## config.mk

```make
export PLATFORM = sky130hd
export DESIGN_NAME = sad_pe_array_flat
export DESIGN_NICKNAME = d
export VERILOG_FILES = /design/src/rtl/sad_pkg.sv /design/src/rtl/sad_pe_array_if.sv /design/src/rtl/sad_pe.sv /design/src/rtl/sad_pe_array.sv /design/src/flat_wrapper.sv
export SDC_FILE = /design/constraint.sdc
export NUM_CORES = 1
export LEC_CHECK = 0
export CAP_MARGIN = 20
export CELL_PAD_IN_SITES_DETAIL_PLACEMENT = 0
export CELL_PAD_IN_SITES_GLOBAL_PLACEMENT = 1
export CORE_MARGIN = 2
export CORE_UTILIZATION = 36
export DETAILED_ROUTE_END_ITERATION = 16
export MAX_ROUTING_LAYER = met4
export PLACE_DENSITY_LB_ADDON = 0.1
export SETUP_SLACK_MARGIN = 0.3
export SYNTH_ARGS = -nofsm -noshare
export SYNTH_HDL_FRONTEND = slang
export SYNTH_SLANG_ARGS = --single-unit
```

## constraint.sdc

```tcl
create_clock -name clock -period 8.7 [get_ports clock]
set_input_delay 2.61 -clock clock [delete_from_list [all_inputs] [get_ports clock]]
set_output_delay 2.61 -clock clock [all_outputs]
set_load 0.1 [all_outputs]
```

## src/rtl/sad_pkg.sv

```systemverilog
// Shared constants and helpers for the systolic SAD PE row.
// Latency: n/a (package only).
// Backpressure: n/a.
package sad_pkg;

  localparam int DEFAULT_PIXEL_W = 8;
  localparam int DEFAULT_ACC_W   = 16;
  // Widest pixel absdiff() handles; callers zero-extend narrower pixels.
  localparam int MAX_PIXEL_W     = 16;

  // Ceiling log2, usable in parameter expressions.
  function automatic int clog2(input int value);
    int res;
    res = 0;
    for (int i = 0; i < 31; i++) begin
      if ((1 << i) < value) res = i + 1;
    end
    return res;
  endfunction

  // Unsigned |a - b| using one extra bit to detect the sign of a - b.
  function automatic logic [MAX_PIXEL_W-1:0] absdiff(input logic [MAX_PIXEL_W-1:0] a,
                                                     input logic [MAX_PIXEL_W-1:0] b);
    logic [MAX_PIXEL_W:0] d_ab;
    logic [MAX_PIXEL_W:0] d_ba;
    d_ab = {1'b0, a} - {1'b0, b};
    d_ba = {1'b0, b} - {1'b0, a};
    return d_ab[MAX_PIXEL_W] ? d_ba[MAX_PIXEL_W-1:0] : d_ab[MAX_PIXEL_W-1:0];
  endfunction

endpackage

```

## src/rtl/sad_pe_array_if.sv

```systemverilog
// Bus between the search-window feeder, the SAD PE row and the MV decision logic.
// Latency: n/a (wires only).
// Backpressure: none; the row accepts a sample on every cycle in_valid is high.
// master: drives in_valid/new_dist/r/s1/s2/s1s2_mux, observes results.
// slave : the PE row; consumes samples, drives r_pipe/acc_*/best_*/overrun.
interface sad_pe_array_if
  import sad_pkg::*;
#(
  parameter int PIXEL_W = DEFAULT_PIXEL_W,
  parameter int NUM_PE  = 4,
  parameter int ACC_W   = DEFAULT_ACC_W,
  parameter int IDX_W   = clog2(NUM_PE)
);
  logic                    in_valid;
  logic                    new_dist;
  logic [PIXEL_W-1:0]      r;
  logic [PIXEL_W-1:0]      s1;
  logic [PIXEL_W-1:0]      s2;
  logic [NUM_PE-1:0]       s1s2_mux;
  logic [PIXEL_W-1:0]      r_pipe;
  logic [NUM_PE-1:0]       acc_valid;
  logic [NUM_PE*ACC_W-1:0] acc_result;
  logic                    best_valid;
  logic [ACC_W-1:0]        best_sad;
  logic [IDX_W-1:0]        best_idx;
  logic                    overrun;

  modport master (
    output in_valid, new_dist, r, s1, s2, s1s2_mux,
    input  r_pipe, acc_valid, acc_result, best_valid, best_sad, best_idx, overrun
  );

  modport slave (
    input  in_valid, new_dist, r, s1, s2, s1s2_mux,
    output r_pipe, acc_valid, acc_result, best_valid, best_sad, best_idx, overrun
  );
endinterface

```

## src/rtl/sad_pe.sv

```systemverilog
// One systolic SAD PE: skew register, s1/s2 mux, |r-s|, block accumulator, result latch.
// Latency: result and acc_valid appear the cycle after the sample that completes the block.
// Backpressure: none; in_vld low simply holds state. SAD_SATURATE_EN selects saturating accumulation.
// Ports: in_* = (valid,new_dist,r) tuple seen by this PE; skew_* = same tuple one cycle later
//        for the next PE; s1/s2/sel undelayed; acc_valid/acc_result/overrun per PE.
module sad_pe
  import sad_pkg::*;
#(
  parameter int PIXEL_W      = DEFAULT_PIXEL_W,
  parameter int ACC_W        = DEFAULT_ACC_W,
  parameter int BLOCK_PIXELS = 16,
  parameter int CNT_W        = clog2(BLOCK_PIXELS + 1)
) (
  input  logic               clock,
  input  logic               reset_n,
  input  logic               in_vld,
  input  logic               in_nd,
  input  logic [PIXEL_W-1:0] in_r,
  input  logic [PIXEL_W-1:0] s1,
  input  logic [PIXEL_W-1:0] s2,
  input  logic               sel,
  output logic               skew_vld,
  output logic               skew_nd,
  output logic [PIXEL_W-1:0] skew_r,
  output logic               acc_valid,
  output logic [ACC_W-1:0]   acc_result,
  output logic               overrun
);

  logic               vld_q, vld_d, nd_q, nd_d;
  logic [PIXEL_W-1:0] r_q, r_d;
  logic [ACC_W-1:0]   acc_q, acc_d, res_q, res_d;
  logic [CNT_W-1:0]   cnt_q, cnt_d;
  logic               av_q, av_d, ovr_q, ovr_d;

  logic [PIXEL_W-1:0] s_sel;
  logic [ACC_W-1:0]   ad;
  logic [ACC_W:0]     sum;
  logic [ACC_W-1:0]   acc_next;

  assign s_sel = sel ? s2 : s1;
  assign ad    = ACC_W'(absdiff(MAX_PIXEL_W'(in_r), MAX_PIXEL_W'(s_sel)));
  assign sum   = {1'b0, acc_q} + {1'b0, ad};

`ifdef SAD_SATURATE_EN
  assign acc_next = sum[ACC_W] ? '1 : sum[ACC_W-1:0];
`else
  assign acc_next = sum[ACC_W-1:0];
`endif

  always_comb begin
    vld_d = in_vld;
    nd_d  = in_nd;
    r_d   = in_r;
    acc_d = acc_q;
    cnt_d = cnt_q;
    res_d = res_q;
    av_d  = 1'b0;
    ovr_d = ovr_q;
    if (in_vld) begin
      if (in_nd) begin
        // A restart silently drops any partial block.
        acc_d = ad;
        cnt_d = CNT_W'(1);
      end else if (cnt_q < CNT_W'(BLOCK_PIXELS)) begin
        acc_d = acc_next;
        cnt_d = cnt_q + CNT_W'(1);
        if (cnt_q == CNT_W'(BLOCK_PIXELS - 1)) begin
          res_d = acc_next;
          av_d  = 1'b1;
        end
      end else begin
        // Block already complete and no restart: drop the sample, flag it.
        ovr_d = 1'b1;
      end
    end
  end

  always_ff @(posedge clock) begin
    if (!reset_n) begin
      vld_q <= 1'b0;
      nd_q  <= 1'b0;
      r_q   <= '0;
      acc_q <= '0;
      cnt_q <= '0;
      res_q <= '0;
      av_q  <= 1'b0;
      ovr_q <= 1'b0;
    end else begin
      vld_q <= vld_d;
      nd_q  <= nd_d;
      r_q   <= r_d;
      acc_q <= acc_d;
      cnt_q <= cnt_d;
      res_q <= res_d;
      av_q  <= av_d;
      ovr_q <= ovr_d;
    end
  end

  assign skew_vld   = vld_q;
  assign skew_nd    = nd_q;
  assign skew_r     = r_q;
  assign acc_valid  = av_q;
  assign acc_result = res_q;
  assign overrun    = ovr_q;

endmodule

```

## src/rtl/sad_pe_array.sv

```systemverilog
// Row of NUM_PE systolic SAD PEs plus a min stage reporting the best SAD and its PE index.
// Latency: acc_valid[i] BLOCK_PIXELS+i cycles after new_dist, best_valid one cycle after acc_valid[NUM_PE-1].
// Backpressure: none; gaps in in_valid stretch latency. SAD_SATURATE_EN selects saturating accumulation.
// Ports: clock, reset_n (sync, active low), bus (sad_pe_array_if.slave) carrying samples and results.
module sad_pe_array
  import sad_pkg::*;
#(
  parameter int PIXEL_W      = DEFAULT_PIXEL_W,
  parameter int NUM_PE       = 4,
  parameter int ACC_W        = DEFAULT_ACC_W,
  parameter int BLOCK_PIXELS = 16,
  parameter int CNT_W        = clog2(BLOCK_PIXELS + 1)
) (
  input logic            clock,
  input logic            reset_n,
  sad_pe_array_if.slave  bus
);

  localparam int IDX_W = clog2(NUM_PE);

  // Entry k of each chain is the tuple as seen by PE k (k cycles of skew).
  logic [NUM_PE:0]         vld_chain, nd_chain;
  logic [PIXEL_W-1:0]      r_chain [NUM_PE+1];
  logic [NUM_PE-1:0]       pe_av, pe_ovr;
  logic [ACC_W-1:0]        pe_res [NUM_PE];
  logic [NUM_PE*ACC_W-1:0] res_flat;

  assign vld_chain[0] = bus.in_valid;
  assign nd_chain[0]  = bus.new_dist;
  assign r_chain[0]   = bus.r;

  for (genvar i = 0; i < NUM_PE; i++) begin : g_pe
    sad_pe #(
      .PIXEL_W(PIXEL_W), .ACC_W(ACC_W), .BLOCK_PIXELS(BLOCK_PIXELS), .CNT_W(CNT_W)
    ) u_pe (
      .clock     (clock),
      .reset_n   (reset_n),
      .in_vld    (vld_chain[i]),
      .in_nd     (nd_chain[i]),
      .in_r      (r_chain[i]),
      .s1        (bus.s1),
      .s2        (bus.s2),
      .sel       (bus.s1s2_mux[i]),
      .skew_vld  (vld_chain[i+1]),
      .skew_nd   (nd_chain[i+1]),
      .skew_r    (r_chain[i+1]),
      .acc_valid (pe_av[i]),
      .acc_result(pe_res[i]),
      .overrun   (pe_ovr[i])
    );
  end

  // Only r leaves the row; the tail valid/new_dist skew has no consumer.
  logic unused_tail;
  assign unused_tail = vld_chain[NUM_PE] ^ nd_chain[NUM_PE];

  always_comb begin
    res_flat = '0;
    for (int i = 0; i < NUM_PE; i++) res_flat[i*ACC_W +: ACC_W] = pe_res[i];
  end

  // Min stage: fires when the last PE latches; every PE result is stable by then.
  logic             best_valid_q, best_valid_d;
  logic [ACC_W-1:0] best_sad_q, best_sad_d;
  logic [IDX_W-1:0] best_idx_q, best_idx_d;

  always_comb begin
    best_valid_d = pe_av[NUM_PE-1];
    best_sad_d   = best_sad_q;
    best_idx_d   = best_idx_q;
    if (pe_av[NUM_PE-1]) begin
      best_sad_d = pe_res[0];
      best_idx_d = '0;
      // Strict less-than keeps the lowest index on ties.
      for (int i = 1; i < NUM_PE; i++) begin
        if (pe_res[i] < best_sad_d) begin
          best_sad_d = pe_res[i];
          best_idx_d = IDX_W'(i);
        end
      end
    end
  end

  always_ff @(posedge clock) begin
    if (!reset_n) begin
      best_valid_q <= 1'b0;
      best_sad_q   <= '0;
      best_idx_q   <= '0;
    end else begin
      best_valid_q <= best_valid_d;
      best_sad_q   <= best_sad_d;
      best_idx_q   <= best_idx_d;
    end
  end

  assign bus.r_pipe     = r_chain[NUM_PE];
  assign bus.acc_valid  = pe_av;
  assign bus.acc_result = res_flat;
  assign bus.best_valid = best_valid_q;
  assign bus.best_sad   = best_sad_q;
  assign bus.best_idx   = best_idx_q;
  assign bus.overrun    = |pe_ovr;

endmodule

```

## src/flat_wrapper.sv

```systemverilog
// flat-port wrapper written by rule: the top's interface ports become plain ports
module sad_pe_array_flat import sad_pkg::*;
#(
  parameter int PIXEL_W      = DEFAULT_PIXEL_W,
  parameter int NUM_PE       = 4,
  parameter int ACC_W        = DEFAULT_ACC_W,
  parameter int BLOCK_PIXELS = 16,
  parameter int CNT_W        = clog2(BLOCK_PIXELS + 1)
)
  (clock, reset_n, bus_in_valid, bus_new_dist, bus_r, bus_s1, bus_s2, bus_s1s2_mux, bus_r_pipe, bus_acc_valid, bus_acc_result, bus_best_valid, bus_best_sad, bus_best_idx, bus_overrun);
  sad_pe_array_if #(.PIXEL_W(PIXEL_W), .NUM_PE(NUM_PE), .ACC_W(ACC_W)) bus_i ();
  input logic clock;
  input logic reset_n;
  input wire logic [$bits(bus_i.in_valid)-1:0] bus_in_valid;
  input wire logic [$bits(bus_i.new_dist)-1:0] bus_new_dist;
  input wire logic [$bits(bus_i.r)-1:0] bus_r;
  input wire logic [$bits(bus_i.s1)-1:0] bus_s1;
  input wire logic [$bits(bus_i.s2)-1:0] bus_s2;
  input wire logic [$bits(bus_i.s1s2_mux)-1:0] bus_s1s2_mux;
  output wire logic [$bits(bus_i.r_pipe)-1:0] bus_r_pipe;
  output wire logic [$bits(bus_i.acc_valid)-1:0] bus_acc_valid;
  output wire logic [$bits(bus_i.acc_result)-1:0] bus_acc_result;
  output wire logic [$bits(bus_i.best_valid)-1:0] bus_best_valid;
  output wire logic [$bits(bus_i.best_sad)-1:0] bus_best_sad;
  output wire logic [$bits(bus_i.best_idx)-1:0] bus_best_idx;
  output wire logic [$bits(bus_i.overrun)-1:0] bus_overrun;
  assign bus_i.in_valid = bus_in_valid;
  assign bus_i.new_dist = bus_new_dist;
  assign bus_i.r = bus_r;
  assign bus_i.s1 = bus_s1;
  assign bus_i.s2 = bus_s2;
  assign bus_i.s1s2_mux = bus_s1s2_mux;
  assign bus_r_pipe = bus_i.r_pipe;
  assign bus_acc_valid = bus_i.acc_valid;
  assign bus_acc_result = bus_i.acc_result;
  assign bus_best_valid = bus_i.best_valid;
  assign bus_best_sad = bus_i.best_sad;
  assign bus_best_idx = bus_i.best_idx;
  assign bus_overrun = bus_i.overrun;
  sad_pe_array #(.PIXEL_W(PIXEL_W), .NUM_PE(NUM_PE), .ACC_W(ACC_W), .BLOCK_PIXELS(BLOCK_PIXELS), .CNT_W(CNT_W)) u_core (.clock(clock), .reset_n(reset_n), .bus(bus_i));
endmodule
```

==> impl_metrics.toml <==
[run_status]
outcome = "completed"

[floorplanning]
fp-row-count = 73
chipWidth_um = 205
initial_core_util_pct = 36.5
design.die.area_um2 = 42000
die-height_um = 205
pin_count = 128
core_area_um2 = 39800

[yosys]
synth-async-reset-ratio_pct = 0
ys_seq_elements = 213
synth_nets = 2032
synth_edf_count = 0
synth_area_per_cell_um2 = 8.02
synth-seq-area-share_pct = 29.3
yosysWarnings = 0
synth.distinct_cells = 60
synth_area_um2 = 14500
ys.flop_type = "dfxtp_1"
synth_cells = 1812

[sta]
grt_setup_unrepaired = "no"
min_period_over_period_pct = 88.7
hold_viol = 0
clock-skew-final_ns = 0.0216
postLayoutSetupSlackWorst_ns = 0.982
slew_viol_final = 0
slew_headroom_pct = 29.3
finalSetupViolations = 0
max_slew.worst_pin.slew_ns = 1.06
tns_ns = 0
period_needed_ns = 7.72
fmax_mhz = 130

[routing]
dr.pass1.iters = 5
route.met2.wl_um = 18600
route.top_layer_used = "met4"
num_vias = 12800
drt_iter0_markers = 598
post_drt_wl_per_cell_um = 17.8
viasPerCell = 5.22
drc = 0
wl_met3_um = 1750
wl_met1_um = 22600
drt-total-wl_um = 43700
antenna_left = 0

[critical_path]
r2r_start = "u_core.g_pe[0].u_pe.acc_result[11]$_SDFFE_PN0P_"
critPathBufInv = 3
start_kind = "primary input"
path_depth = 23
worst_path_max_delay_cell = "clkdlybuf4s50_1"
end_kind = "register"
r2r_cells = 30
startpoint = "bus_s1s2_mux[0]"
required_ns = 9.14
critical-path-top-delay-family = "compound AO/OA/AOI/OAI gates"
crit_top_cell = "a21oi_1"
cp_max_fo = 8
worstPathArrival_ns = 8.16
cp-endpoint = "u_core.g_pe[0].u_pe.acc_q[15]$_SDFFE_PN0P_"
r2r-end = "u_core.bus.best_sad[3]$_SDFFE_PN0P_"
crit_chain = "clkdlybuf4s50_1 > mux2i_1 > inv_1 > ha_1 > inv_1 > fa_1 > a21o_1 > a21oi_1 > o221ai_2 > mux2i_1 > a221o_1 > a211oi_1 > o21bai_1 > a21oi_1 > xnor2_1 > ha_1 > and3_1 > a211oi_1 > a21oi_1 > a211o_1 > a21oi_1 > xnor2_1 > o211ai_1"
max_stage_delay_ns = 0.78
rrSetupSlack_ns = 1.17
crit_type = "in -> reg"

[finish]
fillers = 4093
antenna_cells = 0
utilization_pct = 43.2
mostFrequentLayoutCell = "dfxtp_1"
final_cell_mix = "dfxtp_1 (213), nor2_1 (186), ha_1 (176)"
design_area_um2 = 17200
area.growth.synth_to_final_pct = 18.3
drive_gt1_share_pct = 5.81
nets = 2128

[place]
gp_congestion = 0.895
place_ws_ns = 0.258
io_buffers = 127
place_area_um2 = 16300
dp_hpwl_um = 33600

[clocking]
cts_sinks = 213
cts_root_buf = "clkbuf_16"
hold_buffers = 0
clkSlewWorstSetupHoldPaths_ns = 0.06
cts_tree = "done"
htree_levels = 1
clkLatencyLatePin_ns = 0.57
cts_buffers = 27
cts_buffer_depth = 3

[power]
power.density_nw_per_um2 = 176
p_leak_nw = 7.52
peakVddDrop_mv = 0.154

[grt]
antenna_found_initial = 0
grt_pass1_vias = 12100
grt_first_pass_wirelength_um = 68700
grt_max_degree = 86
overflow = 0
grtUsageTotal_pct = 21.3

[run]
drv_cap = 0

[hold_path]
hp-class = "reg -> reg"
## layout make-up
class | instances | area, um^2 | area share, %
repair buffers | 144 | 1390 | 8.11
flip-flops and latches | 213 | 4260 | 24.8
well taps | 525 | 657 | 3.82
clock inverters | 14 | 163 | 0.946
clock buffers | 35 | 736 | 4.28
multi-input cells | 1377 | 9430 | 54.9
inverters | 145 | 547 | 3.18
## where the power goes
part	switching, mW	leakage (nW)	total [mW]	internal [mW]
Combinational	0.517	5.34	0.840	0.322
Sequential	0.0232	1.73	1.03	1.01
Clock	0.466	0.448	1.15	0.686
Total	1.01	7.52	3.02	2.02
## metrics by stage
step                total power, mW  hold WS, ns  instances
floorplan                      1.64        0.428       1812
global placement               1.88        0.443       2403
detailed placement             1.88        0.452       2403
CTS                            3.05        0.459       2452
global route                   3.19        0.474       2453
finish                         3.02        0.456       2453
## worst min path at each step
| stage | from | endpoint | slack (ns) | cells after the start |
|---|---|---|---|---|
| 3_3_place_gp | u_core.g_pe[1].u_pe.acc_q[0]$_SDFFE_PN0P_ | u_core.g_pe[1].u_pe.acc_q[0]$_SDFFE_PN0P_ | 0.44 | 2 |
| 3_5_place_dp | u_core.g_pe[1].u_pe.acc_q[2]$_SDFFE_PN0P_ | u_core.g_pe[1].u_pe.acc_q[2]$_SDFFE_PN0P_ | 0.45 | 2 |
| 2_1_floorplan | u_core.g_pe[3].u_pe.overrun$_SDFFE_PN0P_ | u_core.g_pe[3].u_pe.overrun$_SDFFE_PN0P_ | 0.43 | 2 |
| 5_1_grt | u_core.g_pe[1].u_pe.acc_q[2]$_SDFFE_PN0P_ | u_core.g_pe[1].u_pe.acc_q[2]$_SDFFE_PN0P_ | 0.47 | 2 |
| 4_1_cts | u_core.g_pe[1].u_pe.acc_q[2]$_SDFFE_PN0P_ | u_core.g_pe[1].u_pe.acc_q[2]$_SDFFE_PN0P_ | 0.46 | 2 |
| 6_report | u_core.g_pe[1].u_pe.acc_q[2]$_SDFFE_PN0P_ | u_core.g_pe[1].u_pe.acc_q[2]$_SDFFE_PN0P_ | 0.46 | 2 |
## Yosys cell counts (all sizes together) (7+ instances only)
cell,count,area share [%]
nor2,186,4.8
clkbuf,63,1.6
and2,13,0.56
and3,19,0.82
mux2,17,1.3
xor2,34,2.0
inv,143,3.7
xnor2,54,3.3
nand3,47,1.6
a31oi,26,1.1
mux2i,70,4.8
fa,12,1.7
ha,176,15
nand4,15,0.65
or3,9,0.39
o22ai,10,0.43
nand2b,9,0.39
o211ai,31,1.6
buf,14,0.52
nor2b,15,0.65
dfxtp,213,29
o21ai,129,4.4
o21bai,12,0.62
nand2,167,4.3
a21oi,169,5.9
or2,15,0.65
nor3,25,0.86
a311oi,7,0.42
a211oi,15,0.84
a21o,46,2.4
## sequential cells by signal, indices dropped and copies added (netlist names)
| signal | count |
|---|---|
| u_core.bus.best_sad | 16 |
| u_core.g_pe.u_pe.acc_result | 64 |
| u_core.g_pe.u_pe.acc_valid | 4 |
| u_core.g_pe.u_pe.skew_r | 32 |
| u_core.bus.best_idx | 2 |
| u_core.g_pe.u_pe.overrun | 4 |
| u_core.g_pe.u_pe.acc_q | 64 |
| u_core.g_pe.u_pe.skew_vld | 3 |
| u_core.g_pe.u_pe.skew_nd | 3 |
| u_core.bus.best_valid | 1 |
| u_core.g_pe.u_pe.cnt_q | 20 |
## repair_timing
item,CTS,global route
setup endpoints to repair,0,3
setup buffers,0,0
resized for setup,0,1
hold endpoints to repair,0,0
## layer usage
metal | vias to the layer above | global-route usage, %
li1 | 6510 | -
met1 | 5991 | 30.7
met2 | 254 | 31.9
met3 | 41 | 2.55
met4 | 0 | 4.06
met5 | - | -
## worst register-to-register path: cells and delay by family (launching register included)
kind                       cells  cell delay, ns
muxes                          1            0.56
adders and majority gates      3            0.98
buffers and inverters          3            0.60
DFF                            1            0.46
AOI/OAI and AO/OA             17            3.67
and+or+nand+nor                6            1.20
## cell families after synthesis
| kind of cell | after synthesis | synth area share, % |
|---|---|---|
| fa+ha+maj | 188 | 16.8 |
| xor+xnor | 88 | 5.30 |
| buf+inv | 222 | 5.89 |
| simple gates | 530 | 16.3 |
| mux | 87 | 6.14 |
| compound gates | 484 | 20.3 |
| flops | 213 | 29.3 |
Power figures use the tool's default switching activity.
